<file path="src/rtl/fcache_pkg.sv">
// Shared constants and state encoding for the fcache line-fill engine.
// Optional feature macro FCACHE_FILL_CRIT_FIRST_EN (critical-word-first) is consumed in
// fcache_fill.sv; nothing in this package depends on it.
package fcache_pkg;

   localparam int unsigned WORD_W         = 16;
   localparam int unsigned WORDS_PER_LINE = 16;
   localparam int unsigned OFF_W          = $clog2(WORDS_PER_LINE);
   localparam int unsigned LINE_W         = WORD_W * WORDS_PER_LINE;
   localparam int unsigned ADDR_W         = 16;

   typedef enum logic [1:0] {
      IDLE   = 2'd0,
      FETCH  = 2'd1,
      COMMIT = 2'd2
   } fill_state_e;

   // Word address of word `off` within line `line_idx`; the line index carries only the
   // upper ADDR_W-OFF_W bits, so there is never a carry out of the address.
   function automatic logic [ADDR_W-1:0] word_addr(input logic [ADDR_W-1:0] line_idx,
                                                   input logic [OFF_W-1:0]  off);
      return {line_idx[ADDR_W-OFF_W-1:0], off};
   endfunction

endpackage

</file>
<file path="src/rtl/fcache_line_asm.sv">
// Line buffer for the fill engine: clears on a new fill and inserts one word at a time
// at an indexed word slot (slot 0 is the least significant word).
module fcache_line_asm
   import fcache_pkg::*;
(
   input  logic              clk,
   input  logic              reset,
   input  logic              clr_i,
   input  logic              we_i,
   input  logic [OFF_W-1:0]  idx_i,
   input  logic [WORD_W-1:0] word_i,
   // Buffer contents including this cycle's insert, so the owner can capture a complete
   // line on the same edge that writes the final word.
   output logic [LINE_W-1:0] line_next_o
);

   logic [LINE_W-1:0] line_q, line_d;

   // Next buffer value: clear wins over insert.
   always_comb begin
      line_d = line_q;
      if (clr_i) begin
         line_d = '0;
      end else if (we_i) begin
         for (int unsigned k = 0; k < WORDS_PER_LINE; k++) begin
            if (idx_i == OFF_W'(k)) begin
               line_d[k*WORD_W +: WORD_W] = word_i;
            end
         end
      end
   end

   // Buffer register; reset discards any partial line.
   always_ff @(posedge clk or posedge reset) begin
      if (reset) begin
         line_q <= '0;
      end else begin
         line_q <= line_d;
      end
   end

   assign line_next_o = line_d;

endmodule

</file>
<file path="src/rtl/fcache_fill.sv">
// Line-fill engine upstream of fcache: on an accepted miss it reads one full line of words
// from memory over a valid/ack handshake, then writes the assembled line to fcache with a
// single-cycle write pulse. One fill in flight at a time.
// Optional feature: define FCACHE_FILL_CRIT_FIRST_EN for critical-word-first fetch order
// with a registered crit_valid/crit_data pulse on the first returned word.
module fcache_fill
   import fcache_pkg::*;
(
   input  logic              clk,
   input  logic              reset,
   input  logic              req_valid,
   output logic              req_ready,
   input  logic [ADDR_W-1:0] req_addr,
   output logic              mem_rd,
   output logic [ADDR_W-1:0] mem_addr,
   input  logic              mem_ack,
   input  logic [WORD_W-1:0] mem_rdata,
   output logic              fc_write,
   output logic [ADDR_W-1:0] fc_addr,
   output logic [LINE_W-1:0] fc_wdata,
   output logic              done,
   output logic              crit_valid,
   output logic [WORD_W-1:0] crit_data
);

   fill_state_e       state_q, state_d;
   logic [ADDR_W-1:0] line_idx_q, line_idx_d;
   logic [OFF_W-1:0]  off_q, off_d;
   logic [OFF_W-1:0]  cnt_q, cnt_d;
   logic [ADDR_W-1:0] fc_addr_q, fc_addr_d;
   logic [LINE_W-1:0] fc_wdata_q, fc_wdata_d;

   logic              accept;
   logic              word_ack;
   logic              last_word;
   logic [OFF_W-1:0]  start_off;
   logic [LINE_W-1:0] line_next;

   assign accept    = req_valid && (state_q == IDLE);
   // Acks outside FETCH are stray and must not touch the buffer or counters.
   assign word_ack  = (state_q == FETCH) && mem_ack;
   assign last_word = word_ack && (cnt_q == OFF_W'(WORDS_PER_LINE - 1));

`ifdef FCACHE_FILL_CRIT_FIRST_EN
   assign start_off = req_addr[OFF_W-1:0];
`else
   assign start_off = '0;
`endif

   fcache_line_asm u_line_asm (
      .clk         (clk),
      .reset       (reset),
      .clr_i       (accept),
      .we_i        (word_ack),
      .idx_i       (off_q),
      .word_i      (mem_rdata),
      .line_next_o (line_next)
   );

   // Next-state, address generation and handshake outputs.
   always_comb begin
      state_d    = state_q;
      line_idx_d = line_idx_q;
      off_d      = off_q;
      cnt_d      = cnt_q;
      fc_addr_d  = fc_addr_q;
      fc_wdata_d = fc_wdata_q;
      req_ready  = 1'b0;
      mem_rd     = 1'b0;
      fc_write   = 1'b0;

      unique case (state_q)
         IDLE: begin
            req_ready = 1'b1;
            if (req_valid) begin
               state_d    = FETCH;
               line_idx_d = ADDR_W'(req_addr >> OFF_W);
               off_d      = start_off;
               cnt_d      = '0;
            end
         end
         FETCH: begin
            mem_rd = 1'b1;
            if (mem_ack) begin
               off_d = off_q + OFF_W'(1);
               cnt_d = cnt_q + OFF_W'(1);
               if (last_word) begin
                  // Capture the finished line now so fc_* hold steady through later fills.
                  state_d    = COMMIT;
                  fc_addr_d  = line_idx_q;
                  fc_wdata_d = line_next;
               end
            end
         end
         COMMIT: begin
            fc_write = 1'b1;
            state_d  = IDLE;
         end
         default: begin
            state_d = IDLE;
         end
      endcase
   end

   // FSM, address and commit registers.
   always_ff @(posedge clk or posedge reset) begin
      if (reset) begin
         state_q    <= IDLE;
         line_idx_q <= '0;
         off_q      <= '0;
         cnt_q      <= '0;
         fc_addr_q  <= '0;
         fc_wdata_q <= '0;
      end else begin
         state_q    <= state_d;
         line_idx_q <= line_idx_d;
         off_q      <= off_d;
         cnt_q      <= cnt_d;
         fc_addr_q  <= fc_addr_d;
         fc_wdata_q <= fc_wdata_d;
      end
   end

   // Address is forced to zero outside FETCH so an idle bus carries no stale line address.
   assign mem_addr = (state_q == FETCH) ? word_addr(line_idx_q, off_q) : '0;
   assign fc_addr  = fc_addr_q;
   assign fc_wdata = fc_wdata_q;
   assign done     = fc_write;

`ifdef FCACHE_FILL_CRIT_FIRST_EN
   logic              crit_valid_q;
   logic [WORD_W-1:0] crit_data_q;

   // Pulse the first returned word one cycle after its ack.
   always_ff @(posedge clk or posedge reset) begin
      if (reset) begin
         crit_valid_q <= 1'b0;
         crit_data_q  <= '0;
      end else begin
         crit_valid_q <= word_ack && (cnt_q == '0);
         if (word_ack && (cnt_q == '0)) begin
            crit_data_q <= mem_rdata;
         end
      end
   end

   assign crit_valid = crit_valid_q;
   assign crit_data  = crit_data_q;
`else
   assign crit_valid = 1'b0;
   assign crit_data  = '0;
`endif

endmodule

</file>
<file path="config.mk">
export PLATFORM = sky130hd
export DESIGN_NAME = fcache_fill
export DESIGN_NICKNAME = d
export VERILOG_FILES = /design/src/rtl/fcache_pkg.sv /design/src/rtl/fcache_line_asm.sv /design/src/rtl/fcache_fill.sv
export SDC_FILE = /design/constraint.sdc
export NUM_CORES = 1
export LEC_CHECK = 0
export ABC_AREA = 1
export CAP_MARGIN = 20
export CORE_UTILIZATION = 55
export DETAILED_ROUTE_END_ITERATION = 10
export GPL_TIMING_DRIVEN = 1
export HOLD_SLACK_MARGIN = 0.15
export PLACE_DENSITY = 0.86
export SLEW_MARGIN = 20
export SYNTH_ARGS = -nofsm -noshare
export SYNTH_HDL_FRONTEND = slang
export SYNTH_SLANG_ARGS = --single-unit
</file>
<file path="constraint.sdc">
create_clock -name clk -period 23.7 [get_ports clk]
set_input_delay 4.74 -clock clk [delete_from_list [all_inputs] [get_ports clk]]
set_output_delay 4.74 -clock clk [all_outputs]
set_load 0.005 [all_outputs]
</file>
==> results of run 1 <==
[power groups by stage]
| stage | Clock [mW] | Combinational [mW] | Sequential, mW |
|---|---|---|---|
| 3_5_place_dp | 0 | 1.23 | 1.51 |
| 6_report | 0.881 | 1.25 | 1.51 |
| 5_1_grt | 0.927 | 1.38 | 1.54 |
| 2_1_floorplan | 0 | 0.647 | 1.48 |
| 4_1_cts | 0.890 | 1.25 | 1.51 |
| 3_3_place_gp | 0 | 1.17 | 1.50 |
[placed cells by master (no fill, tap or decap), drive strengths merged]
| master | netlist | layout |
|---|---|---|
| nand4 | 256 | 256 |
| o21ai | 30 | 30 |
| clkinv | 1 | 16 |
| dfrtp | 546 | 546 |
| nor3 | 2 | 2 |
| xnor2 | 1 | 1 |
| clkdlybuf4s50 | 0 | 319 |
| ha | 5 | 5 |
| inv | 309 | 310 |
| and3 | 256 | 256 |
| bufinv | 0 | 5 |
| clkinvlp | 0 | 2 |
| clkbuf | 83 | 76 |
| a21oi | 2 | 2 |
| nor2 | 41 | 41 |
| nand2 | 1071 | 1071 |
| conb | 1 | 21 |
| buf | 110 | 22 |
| nand3 | 20 | 20 |
[worst paths after layout]
kind,from,end,depth (start not counted)
worst max-delay path,mem_ack,fc_addr[2],9
worst min-delay path,fc_wdata[203],fc_wdata[203],2
worst max register to register,state_q[0],fc_addr[2],8
worst min register to register,fc_wdata[203],fc_wdata[203],2
max in group asynchronous,reset,fc_wdata[133],4
min in group asynchronous,reset,off_q[0],2
[state kept, by name, summed over array words and instances, names as in the netlist]
name and cells:
state_q 2, u_line_asm.line_q 256, fc_addr 12, fc_wdata 256
cnt_q 4, line_idx_q 12, off_q 4
[worst max-delay path: stages]
cell and delay [ns]:
clkdlybuf4s50_1 0.44, nand3_4 0.09, buf_4 0.65, nor2_4 0.05, buf_12 0.32, inv_8 0.84
buf_4 0.94, nand2_1 0.17, o21ai_0 0.17
[cell families after synthesis]
family	count (synthesis)	synth area share, %
AO/OA/AOI/OAI	32	0.675
other	1	0.0158
buffers and inverters	503	8.91
flip-flops	546	57.6
adder cells (fa/ha/maj)	5	0.264
XOR/XNOR	1	0.0369
AND/OR/NAND/NOR	1646	32.5
[cell type report]
type	count	area, sq um	area share, %
well taps	539	674	2.34
inverters	310	1180	4.10
flip-flops and latches	546	13700	47.5
clock buffers	76	1560	5.41
multi-input cells	1705	8030	27.9
clock inverters	23	272	0.944
repair buffers	341	3400	11.8
[routing by layer]
metal | vias up | global-route usage, %
met5 | - | 0
met4 | 0 | 15.2
li1 | 9085 | -
met2 | 1043 | 48.1
met1 | 9806 | 42.0
met3 | 190 | 5.13
==> reports/metrics.cfg, run 1 <==
[global_route]
grt_overflow = 0
grt_max_degree = 203
antenna_found_initial = 0
grt_pass1_wl_um = 106000
grt_pass1_vias = 19799
grt_use_total_pct = 30.8

[power]
seqPwrFrac_pct = 41.5
p_per_area_nw_per_um2 = 127
finalPower_mw = 3.64
p_comb_share_pct = 34.3
ir_worst_vdd_uv = 89.2
clkPwrFrac_pct = 24.2
p_leak_nw = 15.9
p_sw_share_pct = 33.0
switching_power_mw = 1.20
internal_power_mw = 2.44

[sta]
tns_ns = 0
tightestPinTransition_ns = 1.15
fmax_mhz = 122
report.final.setup_viol = 0
hold_viol = 0
fin_crit_ns = 8.20
relSlewSlack_pct = 23.1
hold_ws_ns = 0.478
drv_slew = 0
rsz0062_at_grt = no
skew_ns = 0.0288
setup_slack_ns = 15.50
min_period_over_period_pct = 34.6

[logic_synthesis]
synth_seq_cells = 546
syn_avg_cell_area_sq_um = 8.68
synth_area_leaders = dfrtp_1, nand2_1, and3_1, nand4_1, inv_1
synth_top_area_share_pct = 57.6
synth_flop_cell = dfrtp_1
ys_warn_count = 0
syn_area_sq_um = 23700
synthArstFlopShare_pct = 100
seq_area_frac_synth_pct = 57.6
synth_area_leader_cell = dfrtp_1
synth_edf_count = 0
synth.most_common_cell = nand2_1
ys_types = 25
yosys-top-cells-count = nand2_1, dfrtp_1, inv_1
syn-instance-count = 2734

[floorplan]
die_w_um = 210
initial_core_util_pct = 56.2
ioPinCount = 345
die_h_um = 210
coreArea_sq_um = 42200
die-area_sq_um = 44000
rows = 75

[final_layout]
n_fill_cell = 3137
final_layout_size_suffix_gt1_share_pct = 4.87
area_growth_pct = 21.3
fin_util_pct = 68.1
diodes = 0
final_nets = 2999
postLayoutCellArea_sq_um = 28800
stdcell_count = 3540

[drt]
wl_met2_um = 31700
drt-pass1-iter-count = 6
vias = 20124
wl_met3_um = 5950
vias_per_cell = 5.68
routed.top_layer = met4
postRouteAntennaNets = 0
drc = 0
wl_per_cell_um = 19.2
wl_met1_um = 27100
drt-total-wl_um = 67800
drtIter0Drc = 2458

[placed_design]
place_hpwl_um = 39100
io_buffers = 319
dp_cells = 3440
gp_congestion = 0.852
pre_cts_ws_ns = 15.05
dpl-instance-area_sq_um = 26900

[clock_network]
cts_made_buffers = 54
cts.htree.levels = 2
cts_tree = built
clkTransAtPathRegs_ns = 0.06
post_cts_buffers = 0
clk_latency_ns = 0.61
holdBufCountCts = 0
cts-resized-gates = 0
clock_sinks = 546
clk_path_buf_depth = 3
root_buffer = clkbuf_16

[status]
outcome = complete, no violations

[setup_path]
end_kind = register
crit_type = in2reg
cp.required_ns = 24.20
crit_path_start_kind = input pin
cp_max_fo = 175
r2r_slack_ns = 19.66
cp.arrival_ns = 8.71

[hold_path]
min_path_type = reg2reg

[job]
cap_violations = 0

Power figures use the tool's default switching activity.
==> inputs of run 2 (changes only) <==
--- a/config.mk
+++ b/config.mk
@@ -7,11 +7,11 @@
 export LEC_CHECK = 0
 export ABC_AREA = 1
 export CAP_MARGIN = 20
-export CORE_UTILIZATION = 55
+export CORE_UTILIZATION = 49
 export DETAILED_ROUTE_END_ITERATION = 10
 export GPL_TIMING_DRIVEN = 1
 export HOLD_SLACK_MARGIN = 0.15
-export PLACE_DENSITY = 0.86
+export PLACE_DENSITY = 0.81
 export SLEW_MARGIN = 20
 export SYNTH_ARGS = -nofsm -noshare
 export SYNTH_HDL_FRONTEND = slang
==> constraint.sdc (replaced) <==
create_clock -name clk -period 7.5 [get_ports clk]
set_input_delay 1.5 -clock clk [delete_from_list [all_inputs] [get_ports clk]]
set_output_delay 1.5 -clock clk [all_outputs]
set_load 0.005 [all_outputs]
==> run 2 against run 1 <==
Via count decreased by 0.21%; count of clock-buffer cells in the layout increased by 10; sequential share of layout area decreased by 0.23 points; total power increased to 3.1 times the previous value; hold slack about the same; die area increased by 12%; sequential cell count unchanged; critical path type unchanged; largest power group unchanged; highest routed layer unchanged.
==> reports/metrics.cfg, run 2 (same netlist as run 1, synthesis figures left out) <==
[status]
outcome = complete, no violations  ; unchanged

[floorplan]
initial_core_util_pct = 49.7  ; was 56.2%
die_h_um = 222  ; was 210 um
die_w_um = 222  ; was 210 um
die-area_sq_um = 49300  ; was 44000 sq um
ioPinCount = 345  ; unchanged
coreArea_sq_um = 47700  ; was 42200 sq um
rows = 80  ; was 75

[drt]
drt-pass1-iter-count = 6  ; unchanged
postRouteAntennaNets = 0  ; unchanged
vias_per_cell = 5.54  ; was 5.68
drtIter0Drc = 2165  ; was 2458
drt-total-wl_um = 67800  ; about the same
vias = 20082  ; was 20124
drc = 0  ; unchanged
wl_per_cell_um = 18.7  ; was 19.2 um

[hold_path]
min_path_cells = 2  ; unchanged
min_to = fc_wdata[33]  ; was fc_wdata[203]
min_path_type = reg2reg  ; unchanged
holdCritStartpoint = fc_wdata[33]  ; was fc_wdata[203]

[clock_network]
cts_made_buffers = 54  ; unchanged
clk_latency_ns = 0.61  ; about the same
clkTransAtPathRegs_ns = 0.06  ; about the same
cts.htree.levels = 2  ; unchanged
cts_tree = built  ; unchanged
root_buffer = clkbuf_16  ; unchanged
holdBufCountCts = 0  ; unchanged
cts-resized-gates = 0  ; unchanged
clk_path_buf_depth = 3  ; unchanged
post_cts_buffers = 0  ; unchanged
clock_sinks = 546  ; unchanged

[setup_path]
end_kind = register  ; unchanged
cpMaxStageDelayCell = buf_4  ; unchanged
path_delay_family = buffers and inverters  ; unchanged
crit_cells = 8  ; was 9
crit_top_cell = buf_4  ; unchanged
crit_type = in2reg  ; unchanged
worstPathCellList = clkdlybuf4s50_1 > nand3_4 > buf_4 > nor2_4 > buf_4 > buf_4 > nand4_1 > nand2_1  ; was clkdlybuf4s50_1 > nand3_4 > buf_4 > nor2_4 > buf_12 > inv_8 > buf_4 > nand2_1 > o21ai_0
r2r_slack_ns = 4.15  ; was 19.66 ns
cp.required_ns = 8.02  ; was 24.20 ns
cp_max_fo = 97  ; was 175
r2r_end = fc_wdata[88]  ; was fc_addr[2]
cp.arrival_ns = 4.77  ; was 8.71 ns
reg2reg_depth = 8  ; unchanged
worst-path-buf-inv = 4  ; was 5
crit_path_start_kind = input pin  ; unchanged
r2r-start = state_q[1]  ; was state_q[0]
slowest_delay_ns = 0.97  ; was 0.94 ns

[final_layout]
diodes = 0  ; unchanged
final_nets = 3007  ; was 2999
final_layout_size_suffix_gt1_share_pct = 4.85  ; was 4.87%
area_growth_pct = 21.9  ; was 21.3%
layout_common_cells = nand2_1, dfrtp_1, clkdlybuf4s50_1  ; unchanged
layout_commonest_cell = nand2_1  ; unchanged

[sta]
setup_slack_ns = 3.26  ; was 15.50 ns
tightestPinTransition_ns = 1.15  ; about the same
report.final.setup_viol = 0  ; unchanged
min_period_over_period_pct = 56.6
hold_viol = 0  ; unchanged
hold_ws_ns = 0.478  ; about the same
fin_crit_ns = 4.24
fmax_mhz = 236
rsz0062_at_grt = no  ; unchanged
relSlewSlack_pct = 23.1  ; about the same
drv_slew = 0  ; unchanged
skew_ns = 0.0219  ; was 0.0288 ns

[global_route]
grt_pass1_wl_um = 106000  ; about the same
grt_max_degree = 221  ; was 203
grt_use_total_pct = 27.3  ; was 30.8%
grt_overflow = 0  ; unchanged
antenna_found_initial = 0  ; unchanged
grt_pass1_vias = 19225  ; was 19799

[placed_design]
gp_congestion = 0.822  ; was 0.852
pre_cts_ws_ns = 2.70  ; was 15.05 ns
place_hpwl_um = 40000  ; was 39100 um
io_buffers = 319  ; unchanged

[power]
ir_worst_vdd_uv = 214  ; was 89.2 uV
p_leak_nw = 15.9  ; about the same
p_per_area_nw_per_um2 = 393  ; was 127 nW/um^2

[job]
cap_violations = 0  ; unchanged

[run 2: metrics by stage]
stage                     std cells  area (sq um)  util [%]  power (mW)  setup TNS, ns
after floorplan                2754         23800         -        6.72        -779.63
after global placement         3520         27100      56.7        8.50              0
after detailed placement       3523         27100      56.8        8.68              0
after CTS                      3621         28900      60.4        11.4              0
after global routing           3623         28900      60.6        12.0              0
final                          3623         28900      60.6        11.4              0
[run 2: layer usage]
layer  vias up  wire length (um)  part of all wire (%)  track usage [%]
met1      9799             28000                    41             37.2
met3       171              5920                   8.7             5.35
li1       9139                 -                     -                -
met5         -                 0                     0                0
met4         0              2870                   4.2             11.5
met2       973             31100                    46             42.7
[run 2: report_power, final]
group / leakage [nW] / internal (mW) / switching, mW
sequential: 7.21 / 4.14 / 0.653
combinational: 7.82 / 1.97 / 1.97
clock: 0.858 / 1.50 / 1.14
total: 15.9 / 7.61 / 3.77
[run 2: layout make-up]
class                           instances  area (sq um)
Fill cell                            3896         18800
Sequential cell                       546         13700
Multi-Input combinational cell       1705          8030
Timing Repair Buffer                  349          3540
Clock buffer                           86          1640
Inverter                              310          1170
Tap cell                              615           769
Clock inverter                         12          86.3
[run 2: worst register-to-register path: stages, from the launching register on]
cell	delay, ns
dfrtp_1	0.39
inv_1	0.14
nand3_4	0.08
buf_4	0.37
nor2_4	0.30
buf_4	0.57
buf_4	0.97
nand4_1	0.35
nand2_1	0.12
[run 2: worst max-delay path by stage]
stage | start | slack [ns] | endpoint
finish | mem_ack | 3.26 | fc_wdata[88]
global route | mem_ack | 3.16 | fc_wdata[88]
CTS | mem_ack | 3.35 | fc_wdata[88]
detailed placement | mem_ack | 2.70 | fc_wdata[130]
global placement | mem_ack | 2.72 | fc_wdata[129]
floorplan | reset | -1.43 | cnt_q[0]
==> inputs of run 3 (changes only) <==
==> constraint.sdc (replaced) <==
create_clock -name clk -period 3.45 [get_ports clk]
set_input_delay 0.69 -clock clk [delete_from_list [all_inputs] [get_ports clk]]
set_output_delay 0.69 -clock clk [all_outputs]
set_load 0.005 [all_outputs]
==> run 3 against run 2 <==
Combinational power rose by 120%; first-iteration DRC count rose by 2.9%; total power rose by 120%; sequential power rose by 120%; wire length rose by 2.3%; clock power rose by 130%; critical path type is now reg2out; count of clock-buffer cells in the layout fell by 5; non-clock buffer count rose by 20; cell area rose by 1.1%.
==> reports/metrics.cfg, run 3 (same netlist as run 1, synthesis figures left out) <==
[sta]
setup_slack_ns = 0.318  ; was 3.26 ns
tightestPinTransition_ns = 0.815  ; was 1.15 ns
drv_slew = 0  ; unchanged
rsz0062_at_grt = no  ; unchanged
fmax_mhz = 319
relSlewSlack_pct = 45.6  ; was 23.1%
skew_ns = 0.0232  ; was 0.0219 ns
min_period_over_period_pct = 90.8
hold_viol = 0  ; unchanged
tns_ns = 0  ; unchanged
report.final.setup_viol = 0  ; unchanged
fin_crit_ns = 3.13

[power]
finalPower_mw = 25.2  ; was 11.4 mW
p_leak_nw = 16.0  ; was 15.9 nW
p_per_area_nw_per_um2 = 861  ; was 393 nW/um^2
ir_worst_vdd_uv = 545  ; was 214 uV

[final_layout]
n_fill_cell = 3808  ; was 3896
stdcell_count = 3647  ; was 3623
postLayoutCellArea_sq_um = 29200  ; was 28900 sq um
area_growth_pct = 23.2  ; was 21.9%
layout_commonest_cell = nand2_1  ; unchanged
layout_common_cells = nand2_1, dfrtp_1, clkdlybuf4s50_1  ; unchanged
multi_input_area_sq_um = 8030  ; unchanged
regArea_sq_um = 13700  ; unchanged
final_layout_size_suffix_gt1_share_pct = 5.67  ; was 4.85%
diodes = 0  ; unchanged
final_nets = 3028  ; was 3007

[drt]
drtIter0Drc = 2227  ; was 2165
vias_per_cell = 5.51  ; was 5.54
wl_per_cell_um = 19.0  ; was 18.7 um
drt-pass1-iter-count = 5  ; was 6
postRouteAntennaNets = 0  ; unchanged
drt-total-wl_um = 69400  ; was 67800 um
vias = 20111  ; was 20082
drc = 0  ; unchanged

[floorplan]
die_w_um = 222  ; unchanged
die_h_um = 222  ; unchanged
coreArea_sq_um = 47700  ; unchanged
die-area_sq_um = 49300  ; unchanged
initial_core_util_pct = 49.7  ; unchanged
rows = 80  ; unchanged
ioPinCount = 345  ; unchanged

[setup_path]
cp_max_fo = 18  ; was 97
cp.arrival_ns = 2.44  ; was 4.77 ns
r2r_slack_ns = 1.24  ; was 4.15 ns
crit_type = reg2out  ; was in2reg
cp.required_ns = 2.76  ; was 8.02 ns
crit_path_start_kind = register  ; was input pin
end_kind = output port  ; was register

[placed_design]
place_hpwl_um = 41600  ; was 40000 um
dp_cells = 3545  ; was 3523
dpl-instance-area_sq_um = 27400  ; was 27100 sq um
io_buffers = 319  ; unchanged
pre_cts_ws_ns = 0.549  ; was 2.70 ns
gp_congestion = 0.821  ; was 0.822

[clock_network]
cts_made_buffers = 55  ; was 54
clkTransAtPathRegs_ns = 0.06  ; about the same
clock_sinks = 546  ; unchanged
holdBufCountCts = 0  ; unchanged
cts.htree.levels = 2  ; unchanged
cts-resized-gates = 0  ; unchanged
clk_latency_ns = 0.61  ; about the same
clk_path_buf_depth = 3  ; unchanged
cts_tree = built  ; unchanged
post_cts_buffers = 0  ; unchanged
root_buffer = clkbuf_16  ; unchanged

[global_route]
grt_util_met3_pct = 6.20  ; was 5.35%
grt_use_total_pct = 28.1  ; was 27.3%
grt_most_used_layer = met2  ; unchanged
use_met1_pct = 37.1  ; was 37.2%
gr-usage-met2_pct = 44.1  ; was 42.7%
grt_max_degree = 179  ; was 221
antenna_found_initial = 0  ; unchanged
grt_overflow = 0  ; unchanged
grt_pass1_wl_um = 108000  ; was 106000 um
grt_pass1_vias = 19740  ; was 19225

[status]
outcome = complete, no violations  ; unchanged

[hold_path]
min_path_type = reg2reg  ; unchanged

[job]
cap_violations = 0  ; unchanged

==> run 3: routing by layer <==
| layer | part of all wire (%) | up-vias | wire length, um |
|---|---|---|---|
| met1 | 40 | 9767 | 27900 |
| met4 | 4.5 | 0 | 3130 |
| li1 | - | 9175 | - |
| met3 | 8.6 | 175 | 5980 |
| met5 | 0 | - | 0 |
| met2 | 47 | 994 | 32400 |
==> run 3: where the power goes <==
| part | total [mW] | internal [mW] | leakage, nW | switching [mW] |
|---|---|---|---|---|
| sequential | 10.4 | 8.99 | 7.21 | 1.43 |
| combinational | 8.62 | 4.33 | 7.92 | 4.29 |
| clock | 6.10 | 3.54 | 0.901 | 2.57 |
| total | 25.2 | 16.9 | 16.0 | 8.29 |
==> run 3: worst paths after layout <==
kind / from / to / depth (start not counted)
worst max-delay path: state_q[1] / mem_addr[3] / 4
worst min-delay path: fc_wdata[36] / fc_wdata[36] / 2
worst max register to register: state_q[1] / fc_wdata[21] / 7
worst min register to register: fc_wdata[36] / fc_wdata[36] / 2
max in group asynchronous: reset / fc_wdata[43] / 4
min in group asynchronous: reset / u_line_asm.line_q[242] / 2
==> run 3: area by class of cell <==
class                           instances  share of cell area (%)
Tap cell                              615                    2.63
Clock buffer                           81                    5.49
Inverter                              310                    4.02
Timing Repair Buffer                  369                    12.8
Multi-Input combinational cell       1705                    27.5
Sequential cell                       546                    46.8
Clock inverter                         21                   0.852
==> run 3: stage by stage <==
stage	hold slack (ns)	util [%]
after floorplan	0.473	-
after global placement	0.463	57.3
after detailed placement	0.466	57.3
after CTS	0.482	61.2
after global routing	0.498	61.2
final	0.479	61.2
==> run 3: worst max-delay path: stages (launching register included) <==
cell	delay, ns
dfrtp_1	0.39
inv_1	0.13
nand2_1	0.42
nor2_1	0.26
clkdlybuf4s50_1	0.63
